<file path="src/rtl/io_controller_pkg.sv">
// rtl/io_controller_pkg.sv - shared encodings and helpers for the I/O request controller
package io_controller_pkg;

    localparam int LEN_WORD = 32;

    localparam logic [1:0] IO_SIZE_BYTE = 2'd0;
    localparam logic [1:0] IO_SIZE_HALF = 2'd1;
    localparam logic [1:0] IO_SIZE_WORD = 2'd2;

    typedef enum logic [1:0] {
        ST_IDLE = 2'd0,
        ST_SEND = 2'd1,
        ST_RECV = 2'd2,
        ST_DONE = 2'd3
    } io_state_t;

    // Size code 3 is not a legal request size; it is served as a full word.
    function automatic logic [2:0] size_to_nbytes(input logic [1:0] size);
        case (size)
            IO_SIZE_BYTE: return 3'd1;
            IO_SIZE_HALF: return 3'd2;
            default:      return 3'd4;
        endcase
    endfunction

endpackage

</file>
<file path="src/rtl/io_controller_if.sv">
// rtl/io_controller_if.sv - core request channel plus UART byte streams
interface io_controller_if;
    import io_controller_pkg::*;

    logic                io_flag;
    logic                io_write_flag;
    logic [1:0]          io_size;
    logic [LEN_WORD-1:0] io_i_data;
    logic [LEN_WORD-1:0] io_o_data;
    logic                io_accessed;

    logic [7:0]          rx_data;
    logic                rx_valid;
    logic                rx_ready;

    logic [7:0]          tx_data;
    logic                tx_valid;
    logic                tx_ready;

    modport slave (
        input  io_flag, io_write_flag, io_size, io_i_data, rx_data, rx_valid, tx_ready,
        output io_o_data, io_accessed, rx_ready, tx_data, tx_valid
    );

    modport master (
        output io_flag, io_write_flag, io_size, io_i_data, rx_data, rx_valid, tx_ready,
        input  io_o_data, io_accessed, rx_ready, tx_data, tx_valid
    );

endinterface

</file>
<file path="src/rtl/io_fifo.sv">
// rtl/io_fifo.sv - synchronous byte FIFO with show-ahead read port
module io_fifo #(
    parameter int DEPTH_LOG = 4
) (
    input  logic       clk,
    input  logic       rstn,
    input  logic       push,
    input  logic [7:0] din,
    input  logic       pop,
    output logic [7:0] dout,
    output logic       empty,
    output logic       full
);

    localparam int DEPTH = 1 << DEPTH_LOG;
    localparam logic [DEPTH_LOG:0] FULL_COUNT = (DEPTH_LOG + 1)'(DEPTH);

    logic [7:0]           mem [DEPTH];
    logic [DEPTH_LOG-1:0] wr_ptr;
    logic [DEPTH_LOG-1:0] rd_ptr;
    logic [DEPTH_LOG:0]   count;
    logic                 do_push;
    logic                 do_pop;

    // Flags come from the registered count, so a push into a full FIFO is
    // refused even when a pop frees a slot in the same cycle, and a byte
    // pushed into an empty FIFO is not visible for popping until next cycle.
    assign empty   = (count == '0);
    assign full    = (count == FULL_COUNT);
    assign do_push = push && !full;
    assign do_pop  = pop && !empty;
    assign dout    = mem[rd_ptr];

    // Pointer and occupancy bookkeeping; pointers wrap naturally at DEPTH.
    always_ff @(posedge clk or negedge rstn) begin
        if (!rstn) begin
            wr_ptr <= '0;
            rd_ptr <= '0;
            count  <= '0;
        end else begin
            if (do_push) wr_ptr <= wr_ptr + 1'b1;
            if (do_pop)  rd_ptr <= rd_ptr + 1'b1;
            case ({do_push, do_pop})
                2'b10:   count <= count + 1'b1;
                2'b01:   count <= count - 1'b1;
                default: count <= count;
            endcase
        end
    end

    // Storage array; contents need no reset because count gates visibility.
    always_ff @(posedge clk) begin
        if (do_push) mem[wr_ptr] <= din;
    end

endmodule

</file>
<file path="src/rtl/io_controller.sv">
// rtl/io_controller.sv - serves core I/O requests over UART TX/RX byte streams
module io_controller
    import io_controller_pkg::*;
#(
    parameter int RX_DEPTH_LOG = 4
) (
    input  logic            clk,
    input  logic            rstn,
    io_controller_if.slave  bus
);

    io_state_t           state;
    io_state_t           state_next;
    logic [LEN_WORD-1:0] data_q;
    logic [LEN_WORD-1:0] asm_q;
    logic [LEN_WORD-1:0] asm_next;
    logic [LEN_WORD-1:0] io_o_data_q;
    logic [2:0]          nbytes_q;
    logic [1:0]          idx_q;
    logic                last_byte;
    logic                fifo_pop;
    logic                fifo_empty;
    logic                fifo_full;
    logic [7:0]          fifo_dout;
    logic                tx_valid;
    logic [7:0]          tx_data;
    logic                io_accessed;

    io_fifo #(
        .DEPTH_LOG (RX_DEPTH_LOG)
    ) u_rx_fifo (
        .clk   (clk),
        .rstn  (rstn),
        .push  (bus.rx_valid),
        .din   (bus.rx_data),
        .pop   (fifo_pop),
        .dout  (fifo_dout),
        .empty (fifo_empty),
        .full  (fifo_full)
    );

    assign bus.rx_ready    = !fifo_full;
    assign bus.tx_valid    = tx_valid;
    assign bus.tx_data     = tx_data;
    assign bus.io_accessed = io_accessed;
    assign bus.io_o_data   = io_o_data_q;

    // State register.
    always_ff @(posedge clk or negedge rstn) begin
        if (!rstn) state <= ST_IDLE;
        else       state <= state_next;
    end

    // Next state and stream/handshake outputs; everything is decoded from
    // state so an asynchronous reset drops tx_valid and io_accessed at once.
    always_comb begin
        state_next = state;
        fifo_pop   = 1'b0;
        tx_valid   = 1'b0;
        tx_data    = 8'h00;
        io_accessed = 1'b0;
        asm_next   = asm_q;
        last_byte  = ({1'b0, idx_q} == (nbytes_q - 3'd1));
        case (state)
            ST_IDLE: begin
                if (bus.io_flag) state_next = bus.io_write_flag ? ST_SEND : ST_RECV;
            end
            ST_SEND: begin
                tx_valid = 1'b1;
                tx_data  = data_q[{idx_q, 3'b000} +: 8];
                if (bus.tx_ready && last_byte) state_next = ST_DONE;
            end
            ST_RECV: begin
                fifo_pop = 1'b1;
                if (!fifo_empty) begin
                    asm_next[{idx_q, 3'b000} +: 8] = fifo_dout;
                    if (last_byte) state_next = ST_DONE;
                end
            end
            ST_DONE: begin
                io_accessed = 1'b1;
                state_next  = ST_IDLE;
            end
            default: state_next = ST_IDLE;
        endcase
    end

    // Request latch, byte index and read assembly; io_o_data is loaded on the
    // final pop so the assembled value is already presented during DONE.
    always_ff @(posedge clk or negedge rstn) begin
        if (!rstn) begin
            data_q      <= '0;
            asm_q       <= '0;
            io_o_data_q <= '0;
            nbytes_q    <= 3'd1;
            idx_q       <= '0;
        end else begin
            case (state)
                ST_IDLE: begin
                    if (bus.io_flag) begin
                        data_q   <= bus.io_i_data;
                        nbytes_q <= size_to_nbytes(bus.io_size);
                        idx_q    <= '0;
                        asm_q    <= '0;
                    end
                end
                ST_SEND: begin
                    if (bus.tx_ready) idx_q <= idx_q + 1'b1;
                end
                ST_RECV: begin
                    if (!fifo_empty) begin
                        asm_q <= asm_next;
                        idx_q <= idx_q + 1'b1;
                        if (last_byte) io_o_data_q <= asm_next;
                    end
                end
                default: ;
            endcase
        end
    end

endmodule

</file>
<file path="src/flat_wrapper.sv">
// flat-port wrapper written by rule: the top's interface ports become plain ports
module io_controller_flat import io_controller_pkg::*;
#(
    parameter int RX_DEPTH_LOG = 4
)
  (clk, rstn, bus_io_flag, bus_io_write_flag, bus_io_size, bus_io_i_data, bus_rx_data, bus_rx_valid, bus_tx_ready, bus_io_o_data, bus_io_accessed, bus_rx_ready, bus_tx_data, bus_tx_valid);
  io_controller_if bus_i ();
  input  logic clk;
  input  logic rstn;
  input wire logic [$bits(bus_i.io_flag)-1:0] bus_io_flag;
  input wire logic [$bits(bus_i.io_write_flag)-1:0] bus_io_write_flag;
  input wire logic [$bits(bus_i.io_size)-1:0] bus_io_size;
  input wire logic [$bits(bus_i.io_i_data)-1:0] bus_io_i_data;
  input wire logic [$bits(bus_i.rx_data)-1:0] bus_rx_data;
  input wire logic [$bits(bus_i.rx_valid)-1:0] bus_rx_valid;
  input wire logic [$bits(bus_i.tx_ready)-1:0] bus_tx_ready;
  output wire logic [$bits(bus_i.io_o_data)-1:0] bus_io_o_data;
  output wire logic [$bits(bus_i.io_accessed)-1:0] bus_io_accessed;
  output wire logic [$bits(bus_i.rx_ready)-1:0] bus_rx_ready;
  output wire logic [$bits(bus_i.tx_data)-1:0] bus_tx_data;
  output wire logic [$bits(bus_i.tx_valid)-1:0] bus_tx_valid;
  assign bus_i.io_flag = bus_io_flag;
  assign bus_i.io_write_flag = bus_io_write_flag;
  assign bus_i.io_size = bus_io_size;
  assign bus_i.io_i_data = bus_io_i_data;
  assign bus_i.rx_data = bus_rx_data;
  assign bus_i.rx_valid = bus_rx_valid;
  assign bus_i.tx_ready = bus_tx_ready;
  assign bus_io_o_data = bus_i.io_o_data;
  assign bus_io_accessed = bus_i.io_accessed;
  assign bus_rx_ready = bus_i.rx_ready;
  assign bus_tx_data = bus_i.tx_data;
  assign bus_tx_valid = bus_i.tx_valid;
  io_controller #(.RX_DEPTH_LOG(RX_DEPTH_LOG)) u_core (.clk(clk), .rstn(rstn), .bus(bus_i));
endmodule
</file>
<file path="config.mk">
export PLATFORM = sky130hd
export DESIGN_NAME = io_controller_flat
export DESIGN_NICKNAME = d
export VERILOG_FILES = /design/src/rtl/io_controller_pkg.sv /design/src/rtl/io_controller_if.sv /design/src/rtl/io_fifo.sv /design/src/rtl/io_controller.sv /design/src/flat_wrapper.sv
export SDC_FILE = /design/constraint.sdc
export NUM_CORES = 1
export LEC_CHECK = 0
export ABC_AREA = 1
export CAP_MARGIN = 20
export CORE_MARGIN = 5
export CORE_UTILIZATION = 50
export DETAILED_ROUTE_END_ITERATION = 6
export PLACE_DENSITY = 0.8
export SLEW_MARGIN = 20
export SYNTH_ARGS = -nofsm -noshare
export SYNTH_HDL_FRONTEND = slang
export SYNTH_HIERARCHICAL = 1
export SYNTH_SLANG_ARGS = --single-unit
export TNS_END_PERCENT = 10
</file>
<file path="constraint.sdc">
create_clock -name clk -period 2.3 [get_ports clk]
set_input_delay 0.69 -clock clk [delete_from_list [all_inputs] [get_ports clk]]
set_output_delay 0.69 -clock clk [all_outputs]
set_load 0.05 [all_outputs]
</file>
After elaboration in Yosys (flattened, before gate mapping). Memory sizes are Yosys's and may differ from the RTL's. Cells that the tools add are included.

Word-level logic and storage cells: 72. Memories kept: 1. Bits in writable memories: 128. Output and inout port bits: 43. Register bits: 116. Input bits: 48.

Memories: u_core.u_rx_fifo.mem (depth 16, width 8, rd ports 1, clocked after Yosys merged registers in 0, write ports 1, line io_fifo.sv:18) `logic [7:0] mem [DEPTH];`.

Add/subtract/negate cells: 7. Bitwise logic cells: 1. Shifts and indexed selects: 3. Reduce and logical (&&, ||, !) cells: 16. Equal/unequal tests: 13. Mux-type cells: 22.

Operator list (number): 32-bit two-way mux (2); 32-bit one-hot mux with 2 select lines (1); 32-bit bitwise mux (1); 8-bit by 7-bit variable shift with 32-bit output (first input constant) (1); 32-bit by 6-bit variable part select with 8-bit output (1); 8-bit by 7-bit variable part select with 32-bit output (1); 2-bit two-way mux (8); 5-bit one-hot mux with 2 select lines (1); 4-bit by 1-bit adder with 4-bit output (second input constant) (2); 8-bit two-way mux (1); 2-bit one-hot mux with 4 select lines (1); 4-bit AND reduction (2); 5-bit negator with 7-bit output (1); 2-bit by 1-bit == test with 1-bit output (second input constant) (3); 2-bit == test (second input constant) (3); 2-bit != test (second input constant) (3); 2-bit one-hot mux with 3 select lines (1); 3-bit one-hot mux with 2 select lines (1); 3-bit AND reduction (2); 5-bit by 1-bit adder with 5-bit output (second input constant) (1); 5-bit == test (second input constant) (1); 5-bit logical NOT (1); 1-bit two-way mux (5); 5-bit by 1-bit subtractor with 5-bit output (second input constant) (1); other kinds (11) (17).

Longest topological paths before layout. Gate-level depths: netlist of the first run.

Depth after elaboration: 5. Depth in mapped cells: 15. Depth with buffers taken out: 15.

Cells and area by module. Netlist of the first run, hierarchy kept.

By module, submodules not included: io_fifo (area an instance 6231.0 µm², times used 1, cells each 621); io_controller (area an instance 4934.7 µm², times used 1, cells each 618).

Least setup slack after synthesis of the first run. No wires, ideal clock.

Path kind: reg2out. From: reg u_core.state[1]. To: out bus_tx_data[0]. Arrival time: 2.145 ns. Slack: -0.535 ns. Stages on the path, launching flop included: 5. Required time: 1.610 ns. Buffers on the path: 0. Cell sequence: dfrtp_1 -> inv_1 -> ha_1 -> clkinv_1 -> a21oi_1.

Cells in the longest elaborated chain, start to end: 2.

Ends and longest elaborated chain: from (decl) (line io_controller.sv:12) `io_state_t state;`; from (signal assigned) (line io_controller.sv:51) `else state <= state_next;`; 2-bit by 1-bit == test with 1-bit output (line io_controller.sv:64) `case (state)`; 8-bit two-way mux (line io_controller.sv:64); to (decl) (line flat_wrapper.sv:20) `output wire logic [$bits(bus_i.tx_data)-1:0] bus_tx_data;`.

No other way between the ends.

Worst setup path in the final report of the first run.
From: reg u_core.idx_q[0]. To: out bus_tx_data[4].

Cells in the longest elaborated chain, start to end: 2.

Ends and longest elaborated chain: from (decl) (line io_controller.sv:19) `logic [1:0] idx_q;`; from (signal assigned) (line io_controller.sv:108) `if (bus.tx_ready) idx_q <= idx_q + 1'b1;`; from (signal assigned) (line io_controller.sv:113) `idx_q <= idx_q + 1'b1;`; 32-bit by 6-bit variable part select with 8-bit output (line io_controller.sv:70) `tx_data = data_q[{idx_q, 3'b000} +: 8];`; 8-bit two-way mux (line io_controller.sv:64).

No other way between the ends.

==> out/results.tsv, run 1 <==
metric	value	unit
status	complete, but fails checks	
failing checks	setup timing	
CTS tree	yes	
share of cells above drive strength 1	12.8	%
CTS hold repair buffers	0	
Mapped Cells	1239	
drt first pass iters	5	
fin crit share	104	%
Initial Utilization	51.0	%
final WL	27100	µm
EDFF count, synth	128	
die footprint	25400	µm²
Reg clk slew, reported paths	60	ps
Worst Skew	11.1	ps
die width	159	µm
share of the synthesized area in the top cell type	34.4	%
routed len/inst	16.3	µm
Async S/R FF share, synth	47.5	%
CP Cell Sequence	buf_12 > nor2_2 > nor2_2 > o21ai_2 > a21oi_4 > buf_6	
Routed Antenna Nets	0	
Skew-Pair Late Insertion Delay	520	ps
Slew Limit Headroom	66.6	%
clock root buffer master	clkbuf_16	
Startpoint Class	flip-flop	
post-route minimum period	2400	ps
critical path's slowest cell	dfrtp_2	
grt ovf	0	
ANT cells	0	
Placer Congestion	0.906	
Slew Limit Fails	0	
post-synthesis sequential area ratio	60.4	%
Layout Utilization	63.0	%
PD cells	1240	nW/µm²
Post-Syn Area	11200	µm²
Buffers on Ports	90	
total vias in the final route	8793	
final hold vios	0	
HPWL Detailed	18000	µm
Lkg Pwr	6.31	nW
Crit path buffers/inverters	2	
synth unique cells	27	
Synth Net Count	1309	
total CTS buffers	26	
cell row count	54	
Iteration-0 DRC Markers	818	
P&R area growth vs syn	23.6	%
FMAX	416	MHz
Critical Path AT	1710	ps
I/O pin cnt	91	
Setup Viol. Count Final	8	
Main synth FF type	edfxtp_1	
worst-path fanout max	12	
critical path class	flip-flop to output port	
Core ar.	21900	µm²
max-cap check violation count	0	
PnR worst setup slack	-101	ps
H-Tree Depth	1	
synth top area cells	edfxtp_1 (34%), dfrtp_1 (26%), nand2_1 (15%)	
clk sink count	244	
vias in the first global route	8489	
Crit path max-delay family	flip-flops	
HP Class	primary input to asynchronous set/reset pin	
DRC Markers	0	
nets@finish	1437	
Avg Cell Area, Syn	9.01	µm²
Setup crit end kind	output port	
initial antenna violation count	0	
Slew @ Worst Pin	502	ps
Via density	5.28	
RSZ-0062 raised after global routing	true	
Clock Path Buffers	3	
flop and latch count out of synthesis	244	
Max IR drop VDD	0.643	mV
Placed Cells incl. Taps	1614	
die height	159	µm
Worst path max stage delay	420	ps
Crit path top cell by count	nor2_2	
WP data required	1610	ps
Yosys warning total	6	
non-filler cells, final	1666	
first-pass GRT wire length	43800	µm
largest area contributor in the netlist	edfxtp_1	
largest net degree at the start of global routing	54	
all-layer global routing usage	20.8	%
==> sequential cells by signal, summed over array words and instances, names as in the netlist <==
register	cells
u_core/asm_q	32
u_core/u_rx_fifo/wr_ptr	4
u_core/u_rx_fifo/mem	128
u_core/data_q	32
u_core/state	2
u_core/nbytes_q	3
u_core/u_rx_fifo/count	5
u_core/u_rx_fifo/rd_ptr	4
u_core/idx_q	2
u_core/bus.io_o_data	32
==> repair_timing <==
| item | 4_1_cts | 5_1_grt |
|---|---|---|
| gates cloned | 1 | 0 |
| setup endpoints to repair | 37 | 12 |
| pin swaps | 2 | 3 |
| gates resized for setup | 82 | 15 |
| buffers inserted | 3 | 1 |
==> worst register-to-register path, cell delays in order, from the launching register on <==
cell,delay (ps)
dfrtp_2,440
clkinv_2,90
buf_12,200
ha_1,410
inv_1,310
nand3_1,210
nor2_1,70
a21oi_1,250
o21ai_0,110
==> power breakdown <==
part | leakage, nW | switching, mW | internal [mW]
combinational | 3.21 | 4.73 | 2.34
clock | 0.410 | 1.64 | 2.47
sequential | 2.69 | 0.489 | 5.40
==> cells in the final DEF (no fill, tap or decap), types with 5 or more instances in the layout <==
cell	n
a21oi_4	8
buf_12	9
buf_4	56
buf_6	8
clkbuf_16	27
clkdlybuf4s50_1	46
clkinv_1	7
clkinv_2	5
dfrtp_1	113
dlygate4sd2_1	29
edfxtp_1	128
ha_1	18
inv_1	113
inv_2	6
nand2_1	457
nand3_1	89
nand4_1	11
nor2_1	99
nor2_2	11
o21ai_0	64
o21ai_2	23
o22ai_1	16
xor2_1	6
==> logic make-up (layout without fill, tap and decap cells) <==
group	Yosys count	after routing	synth area share, %
buffers and inverters	173	320	6.41
AND/OR/NAND/NOR	674	674	24.2
flip-flops	244	244	60.4
XOR/XNOR	10	10	0.784
adder cells (fa/ha/maj)	22	22	2.53
AO/OA/AOI/OAI	116	116	5.65
==> metrics by stage <==
stage	setup TNS, ps	instance area, µm²	hold WS [ps]	setup WS [ps]	total power, mW
2_1_floorplan	0	11300	394	34.3	10.3
3_3_place_gp	-277	12700	457	-125	12.3
3_5_place_dp	-2140	12700	461	-166	12.4
4_1_cts	-694	13700	1.25	-111	16.9
5_1_grt	-1180	13800	5.80	-174	18.1
6_report	-651	13800	15.6	-101	17.1
==> cells in the mapped netlist (4+ instances only) <==
cell	instances
ha_1	21
o22ai_1	16
o21ai_0	80
o21ai_2	8
clkbuf_1	16
nor2_1	110
inv_2	5
nand4_1	11
dfrtp_1	115
inv_1	114
nand2_1	457
nand3_1	89
a21oi_1	9
xnor2_1	4
buf_4	5
xor2_1	6
buf_2	26
edfxtp_1	128
==> worst paths after layout <==
check                                                     start                              endpoint  slack (ps)  depth (start not counted)
max                                 u_core/idx_q[0]$_DFFE_PN0P_                        bus_tx_data[4]        -100                          6
min                                                        rstn   u_core/bus.io_o_data[3]$_DFFE_PN0P_          20                          1
max reg2reg                         u_core/idx_q[0]$_DFFE_PN0P_          u_core/asm_q[31]$_DFFE_PN0P_          80                          8
min reg2reg                u_core/bus.io_o_data[15]$_DFFE_PN0P_  u_core/bus.io_o_data[15]$_DFFE_PN0P_         470                          2
max in group asynchronous                                  rstn        u_core/nbytes_q[0]$_DFFE_PN1P_        1700                          2
min in group clk           u_core/bus.io_o_data[15]$_DFFE_PN0P_  u_core/bus.io_o_data[15]$_DFFE_PN0P_         470                          2
==> routing by layer <==
| layer | wire [µm] | vias up | GRT usage, % |
|---|---|---|---|
| li1 | - | 4237 | - |
| met1 | 11300 | 4128 | 28.5 |
| met2 | 13000 | 357 | 33.5 |
| met3 | 1980 | 71 | 3.91 |
| met4 | 885 | 0 | 7.48 |
| met5 | 0 | - | 0 |
==> final cells by class <==
cell class                      count  area (µm²)
Clock inverter                     16         154
Clock buffer                       31         691
Multi-Input combinational cell    822        3920
Inverter                          122         472
Sequential cell                   244        6750
Tap cell                          280         350
Fill cell                        1693        8090
Timing Repair Buffer              151        1470
(Power assumes the default switching activity.)
==> run 2: changes to the inputs <==
--- a/config.mk
+++ b/config.mk
@@ -10,6 +10,7 @@
 export CORE_MARGIN = 5
 export CORE_UTILIZATION = 50
 export DETAILED_ROUTE_END_ITERATION = 6
+export HOLD_SLACK_MARGIN = 0.06
 export PLACE_DENSITY = 0.8
 export SLEW_MARGIN = 20
 export SYNTH_ARGS = -nofsm -noshare
==> run 2 against run 1 <==
The run still ends with setup timing left; combinational power hardly changed; count of clock-buffer cells in the layout stayed put; sequential power hardly changed; global-route usage hardly changed; fmax is 0.25% lower; worst hold slack better by 460 ps; clock power hardly changed; critical path type unchanged; largest cell class unchanged; largest power group unchanged; highest routed layer unchanged.
==> out/results.tsv, run 2 (synthesis results as in run 1) <==
metric	value	unit	change
failing checks	setup timing		
Max IR drop VDD	0.640	mV	-0.53%
Lkg Pwr	6.31	nW	about the same
RSZ-0062 raised after global routing	true		
critical path class	flip-flop to output port		
Setup Viol. Count Final	8		unchanged
vias in the first global route	8505		+0.19%
Slew @ Worst Pin	501	ps	-1.08 ps
PnR worst setup slack	-107	ps	-5.99 ps
CTS tree	yes		
total vias in the final route	8836		+0.49%
Layout Utilization	63.1	%	about the same
total CTS buffers	26		unchanged
H-Tree Depth	1		unchanged
WP data required	1610	ps	about the same
final WL	27100	µm	+0.11%
initial antenna violation count	0		unchanged
Reg clk slew, reported paths	60	ps	about the same
clk sink count	244		unchanged
I/O pin cnt	91		unchanged
routed len/inst	16.3	µm	about the same
final instance area	13800	µm²	about the same
commonest non-fill, non-tap cell in the layout	nand2_1		
most frequent cells in the layout	nand2_1 (457), edfxtp_1 (128), inv_1 (113), dfrtp_1 (113), nor2_1 (99)		
non-filler cells, final	1667		+0.060%
post-route minimum period	2410	ps	+5.99 ps
HP Class	flip-flop to flip-flop		
max-cap check violation count	0		unchanged
Skew-Pair Late Insertion Delay	520	ps	about the same
HPWL Detailed	18000	µm	unchanged
Slew Limit Fails	0		unchanged
Placer Congestion	0.906		unchanged
nets@finish	1438		+0.070%
all-layer global routing usage	20.8	%	about the same
Setup crit end kind	output port		
Buffers on Ports	90		unchanged
fin crit share	105	%	+0.26 points
final hold vios	0		unchanged
P&R area growth vs syn	23.7	%	about the same
Routed Antenna Nets	0		unchanged
Initial Utilization	51.0	%	unchanged
grt ovf	0		unchanged
first-pass GRT wire length	43700	µm	about the same
status	complete, but fails checks		
Slew Limit Headroom	66.7	%	+0.072 points
most flop-heavy register	u_core/u_rx_fifo/mem		
cell row count	54		unchanged
drt first pass iters	6		+1
Via density	5.30		+0.43%
share of cells above drive strength 1	12.8	%	about the same
Critical Path AT	1720	ps	about the same
Startpoint Class	flip-flop		
DP Worst Slack	-166	ps	unchanged
die footprint	25400	µm²	unchanged
Iteration-0 DRC Markers	875		+7.0%
FMAX	415	MHz	-0.25%
largest net degree at the start of global routing	54		unchanged
die width	159	µm	unchanged
Clock Path Buffers	3		unchanged
DRC Markers	0		unchanged
ANT cells	0		unchanged
placed cell areas	12700	µm²	unchanged
Placed Cells incl. Taps	1614		unchanged
worst-path fanout max	12		unchanged
die height	159	µm	unchanged
Core ar.	21900	µm²	unchanged
PD cells	1240	nW/µm²	about the same
clock root buffer master	clkbuf_16		
number of flip-flops in the largest register	128		unchanged
Worst Skew	11.7	ps	+0.637 ps
## run 2: changes by cell type in the layout (fill, tap and decap cells not counted)
cell	change
dlygate4sd3_1	+1
## run 2: what timing repair did
| item | 4_1_cts | 5_1_grt |
|---|---|---|
| hold buffers | 1 | 0 |
| endpoints found under the setup margin | 37 | 12 |
| setup buffers | 3 | 1 |
| resized for setup | 82 | 15 |
| pin swaps | 2 | 3 |
| gates cloned | 1 | 0 |
| hold endpoints to repair | 11 | 0 |
## run 2: layout make-up
type / count / area, µm²
clock inverter: 16 / 154
tap: 280 / 350
inverter: 122 / 472
fill: 1692 / 8080
multi-input combinational: 822 / 3920
sequential: 244 / 6750
timing repair buffer: 152 / 1480
clock buffer: 31 / 691
## run 2: through the flow
step / hold slack, ps / power, mW / TNS (ps)
final: 474 / 17.1 / -655
after global routing: 491 / 18.1 / -1180
after CTS: 478 / 16.9 / -694
after detailed placement: 461 / 12.4 / -2140
after global placement: 457 / 12.3 / -277
after floorplan: 394 / 10.3 / 0
## run 2: path summary, 6_finish.rpt
check | end | start | cells after the start | slack [ps]
hold reg to reg | u_core/bus.io_o_data[15]$_DFFE_PN0P_ | u_core/bus.io_o_data[15]$_DFFE_PN0P_ | 2 | 470
max in group asynchronous | u_core/nbytes_q[0]$_DFFE_PN1P_ | rstn | 3 | 1150
min in group asynchronous | u_core/bus.io_o_data[3]$_DFFE_PN0P_ | rstn | 2 | 560
setup / recovery | bus_tx_data[4] | u_core/idx_q[0]$_DFFE_PN0P_ | 6 | -110
hold / removal | u_core/bus.io_o_data[15]$_DFFE_PN0P_ | u_core/bus.io_o_data[15]$_DFFE_PN0P_ | 2 | 470
setup reg to reg | u_core/asm_q[31]$_DFFE_PN0P_ | u_core/idx_q[0]$_DFFE_PN0P_ | 8 | 100
## run 2: critical path, cell delays in order (launching register included)
cell and delay [ps]:
dfrtp_2 420, buf_12 150, nor2_2 50, nor2_2 140, o21ai_2 90, a21oi_4 170, buf_6 170
## run 2: per-layer routing
metal / vias up / wire length (µm) / global-route usage (%)
met5: - / 0 / 0
met4: 0 / 914 / 7.52
met3: 72 / 1990 / 3.93
met2: 361 / 13000 / 33.5
met1: 4158 / 11300 / 28.5
li1: 4245 / - / -
## run 2: power by group
part           internal (mW)  switching, mW  leakage [nW]
sequential              5.40          0.485          2.69
combinational           2.34           4.74          3.21
clock                   2.47           1.64         0.410
==> run 3: changes to the inputs <==
--- a/config.mk
+++ b/config.mk
@@ -8,10 +8,10 @@
 export ABC_AREA = 1
 export CAP_MARGIN = 20
 export CORE_MARGIN = 5
-export CORE_UTILIZATION = 50
+export CORE_UTILIZATION = 30
 export DETAILED_ROUTE_END_ITERATION = 6
 export HOLD_SLACK_MARGIN = 0.06
-export PLACE_DENSITY = 0.8
+export PLACE_DENSITY = 0.55
 export SLEW_MARGIN = 20
 export SYNTH_ARGS = -nofsm -noshare
 export SYNTH_HDL_FRONTEND = slang
==> run 3 against run 2 <==
The run still ends with setup timing left; cell count is 12% higher; utilization decreased by 25 points; sequential power about the same; design area is 1.5% higher; worst hold slack worse by 360 ps; critical path type unchanged.
==> out/results.tsv, run 3 (synthesis results as in run 1) <==
metric	value	unit	change
share of cells above drive strength 1	12.8	%	about the same
Fin Hold WS	115	ps	-359 ps
DRC Markers	0		unchanged
cell row count	70		+30%
die height	203	µm	+27%
clk sink count	244		unchanged
Placer Congestion	0.823		-9.2%
RSZ-0062 raised after global routing	true		
Buffers on Ports	90		unchanged
status	complete, but fails checks		
P_int	10.0	mW	-1.6%
Reg clk slew, reported paths	60	ps	about the same
Via density	4.56		-14%
PD cells	1210	nW/µm²	-1.9%
Skew-Pair Late Insertion Delay	540	ps	+20 ps
PnR worst setup slack	-137	ps	-30.0 ps
Slew @ Worst Pin	612	ps	+111 ps
vias in the first global route	8451		-0.63%
clock root buffer master	clkbuf_16		
Setup Viol. Count Final	8		unchanged
Register Area	6750	µm²	unchanged
Worst Skew	22.6	ps	+10.8 ps
worst-case reg-to-reg path depth	15		+7
Startpoint Class	flip-flop		
worst-path fanout max	15		+3
Slew Limit Fails	0		unchanged
final hold vios	0		unchanged
Routed Antenna Nets	0		unchanged
Comb pwr share	41.7	%	+0.2 points
switching share of power	41.0	%	+0.73 points
CTS tree	yes		
post-route minimum period	2440	ps	+30.0 ps
max-cap check violation count	0		unchanged
most frequent cells in the layout	nand2_1 (456), edfxtp_1 (128), inv_1 (113), dfrtp_1 (113), nor2_1 (106)		
die footprint	41200	µm²	+62%
reg-to-reg startpoint	u_core/u_rx_fifo/count[0]$_DFFE_PN0P_		
Multi-input gate area	3890	µm²	-0.61%
routed len/inst	15.4	µm	-5.4%
total vias in the final route	8488		-3.9%
Critical Path AT	1750	ps	+30 ps
fin crit share	106	%	+1.3 points
Setup crit end kind	output port		
Lkg Pwr	6.30	nW	-0.20%
FILL cells	3677		+120%
die width	203	µm	+27%
setup TNS	-921	ps	-266 ps
initial antenna violation count	0		unchanged
sequential power share	34.5	%	about the same
number of flip-flops in the largest register	128		unchanged
largest net degree at the start of global routing	58		+7.4%
first-pass GRT wire length	46500	µm	+6.3%
CTS hold repair buffers	0		-1
nets@finish	1442		+0.28%
drt first pass iters	6		unchanged
Net Switching	6.97	mW	+1.4%
commonest non-fill, non-tap cell in the layout	nand2_1		
I/O pin cnt	91		unchanged
FMAX	410	MHz	-1.2%
Max IR drop VDD	0.574	mV	-10%
HP Class	primary input to asynchronous set/reset pin		
Slew Limit Headroom	59.0	%	-7.7 points
P&R area growth vs syn	25.6	%	
grt ovf	0		unchanged
HPWL Detailed	19800	µm	+9.8%
ANT cells	0		unchanged
failing checks	setup timing		
H-Tree Depth	1		unchanged
total CTS buffers	28		+7.7%
Core ar.	36700	µm²	+68%
Initial Utilization	30.4	%	-21 points
Clock Path Buffers	3		unchanged
WP data required	1610	ps	about the same
critical path launch point	u_core/idx_q[0]$_DFFE_PN0P_		
most flop-heavy register	u_core/u_rx_fifo/mem		
all-layer global routing usage	13.9	%	-6.9 points
critical path class	flip-flop to output port		
Iteration-0 DRC Markers	726		-17%
final WL	28700	µm	+5.7%
Clock power frac	23.8	%	-0.3 points
[run 3: what timing repair did]
action / 4_1_cts / 5_1_grt
pin swaps: 0 / 2
setup buffers: 1 / 0
endpoints found under the setup margin: 34 / 18
gates resized for setup: 75 / 11
gates cloned: 1 / 0
[run 3: metal layers]
layer / global-route usage [%] / vias up / part of all wire (%)
li1: - / 4252 / -
met1: 19.9 / 3990 / 47
met2: 22.1 / 200 / 45
met3: 2.00 / 46 / 4.7
met4: 3.95 / 0 / 2.7
met5: 0 / - / 0
[run 3: worst max-delay path: stages (launching register included)]
cell and delay, ps:
dfrtp_2 440, buf_12 160, nor2_1 50, nor2_1 80, o21ai_1 130, a21oi_4 180
buf_6 170
[run 3: final cells by class]
cell class | count | share of cell area (%)
Timing Repair Buffer | 154 | 10.6
Multi-Input combinational cell | 822 | 27.7
Clock buffer | 42 | 5.51
Clock inverter | 10 | 0.491
Inverter | 122 | 3.37
Sequential cell | 244 | 48.1
Tap cell | 468 | 4.18
[run 3: final timing paths]
check | slack (ps) | end
max | -140 | bus_tx_data[7]
min | 110 | u_core/asm_q[29]$_DFFE_PN0P_
max reg2reg | 140 | u_core/u_rx_fifo/count[4]$_DFFE_PN0P_
min reg2reg | 470 | u_core/bus.io_o_data[6]$_DFFE_PN0P_
max in group asynchronous | 1570 | u_core/bus.io_o_data[6]$_DFFE_PN0P_
min in group clk | 470 | u_core/bus.io_o_data[6]$_DFFE_PN0P_
[run 3: power groups by stage]
stage | sequential, mW | combinational [mW] | clock, mW
finish | 5.87 | 7.09 | 4.05
global route | 5.96 | 7.87 | 4.35
CTS | 5.87 | 7.11 | 4.16
detailed placement | 5.89 | 6.87 | 0
global placement | 5.88 | 6.81 | 0
floorplan | 6.02 | 4.31 | 0
[run 3: metrics by stage]
step / power (mW) / util, % / area [µm²] / cells / worst slack, ps
6_report: 17.0 / 38.2 / 14000 / 1862 / -137
3_3_place_gp: 12.7 / 35.5 / 13000 / 1809 / -131
4_1_cts: 17.1 / 38.2 / 14000 / 1863 / -167
2_1_floorplan: 10.3 / - / 11300 / 1239 / 34.3
3_5_place_dp: 12.8 / 35.5 / 13000 / 1809 / -144
5_1_grt: 18.2 / 38.2 / 14000 / 1862 / -236
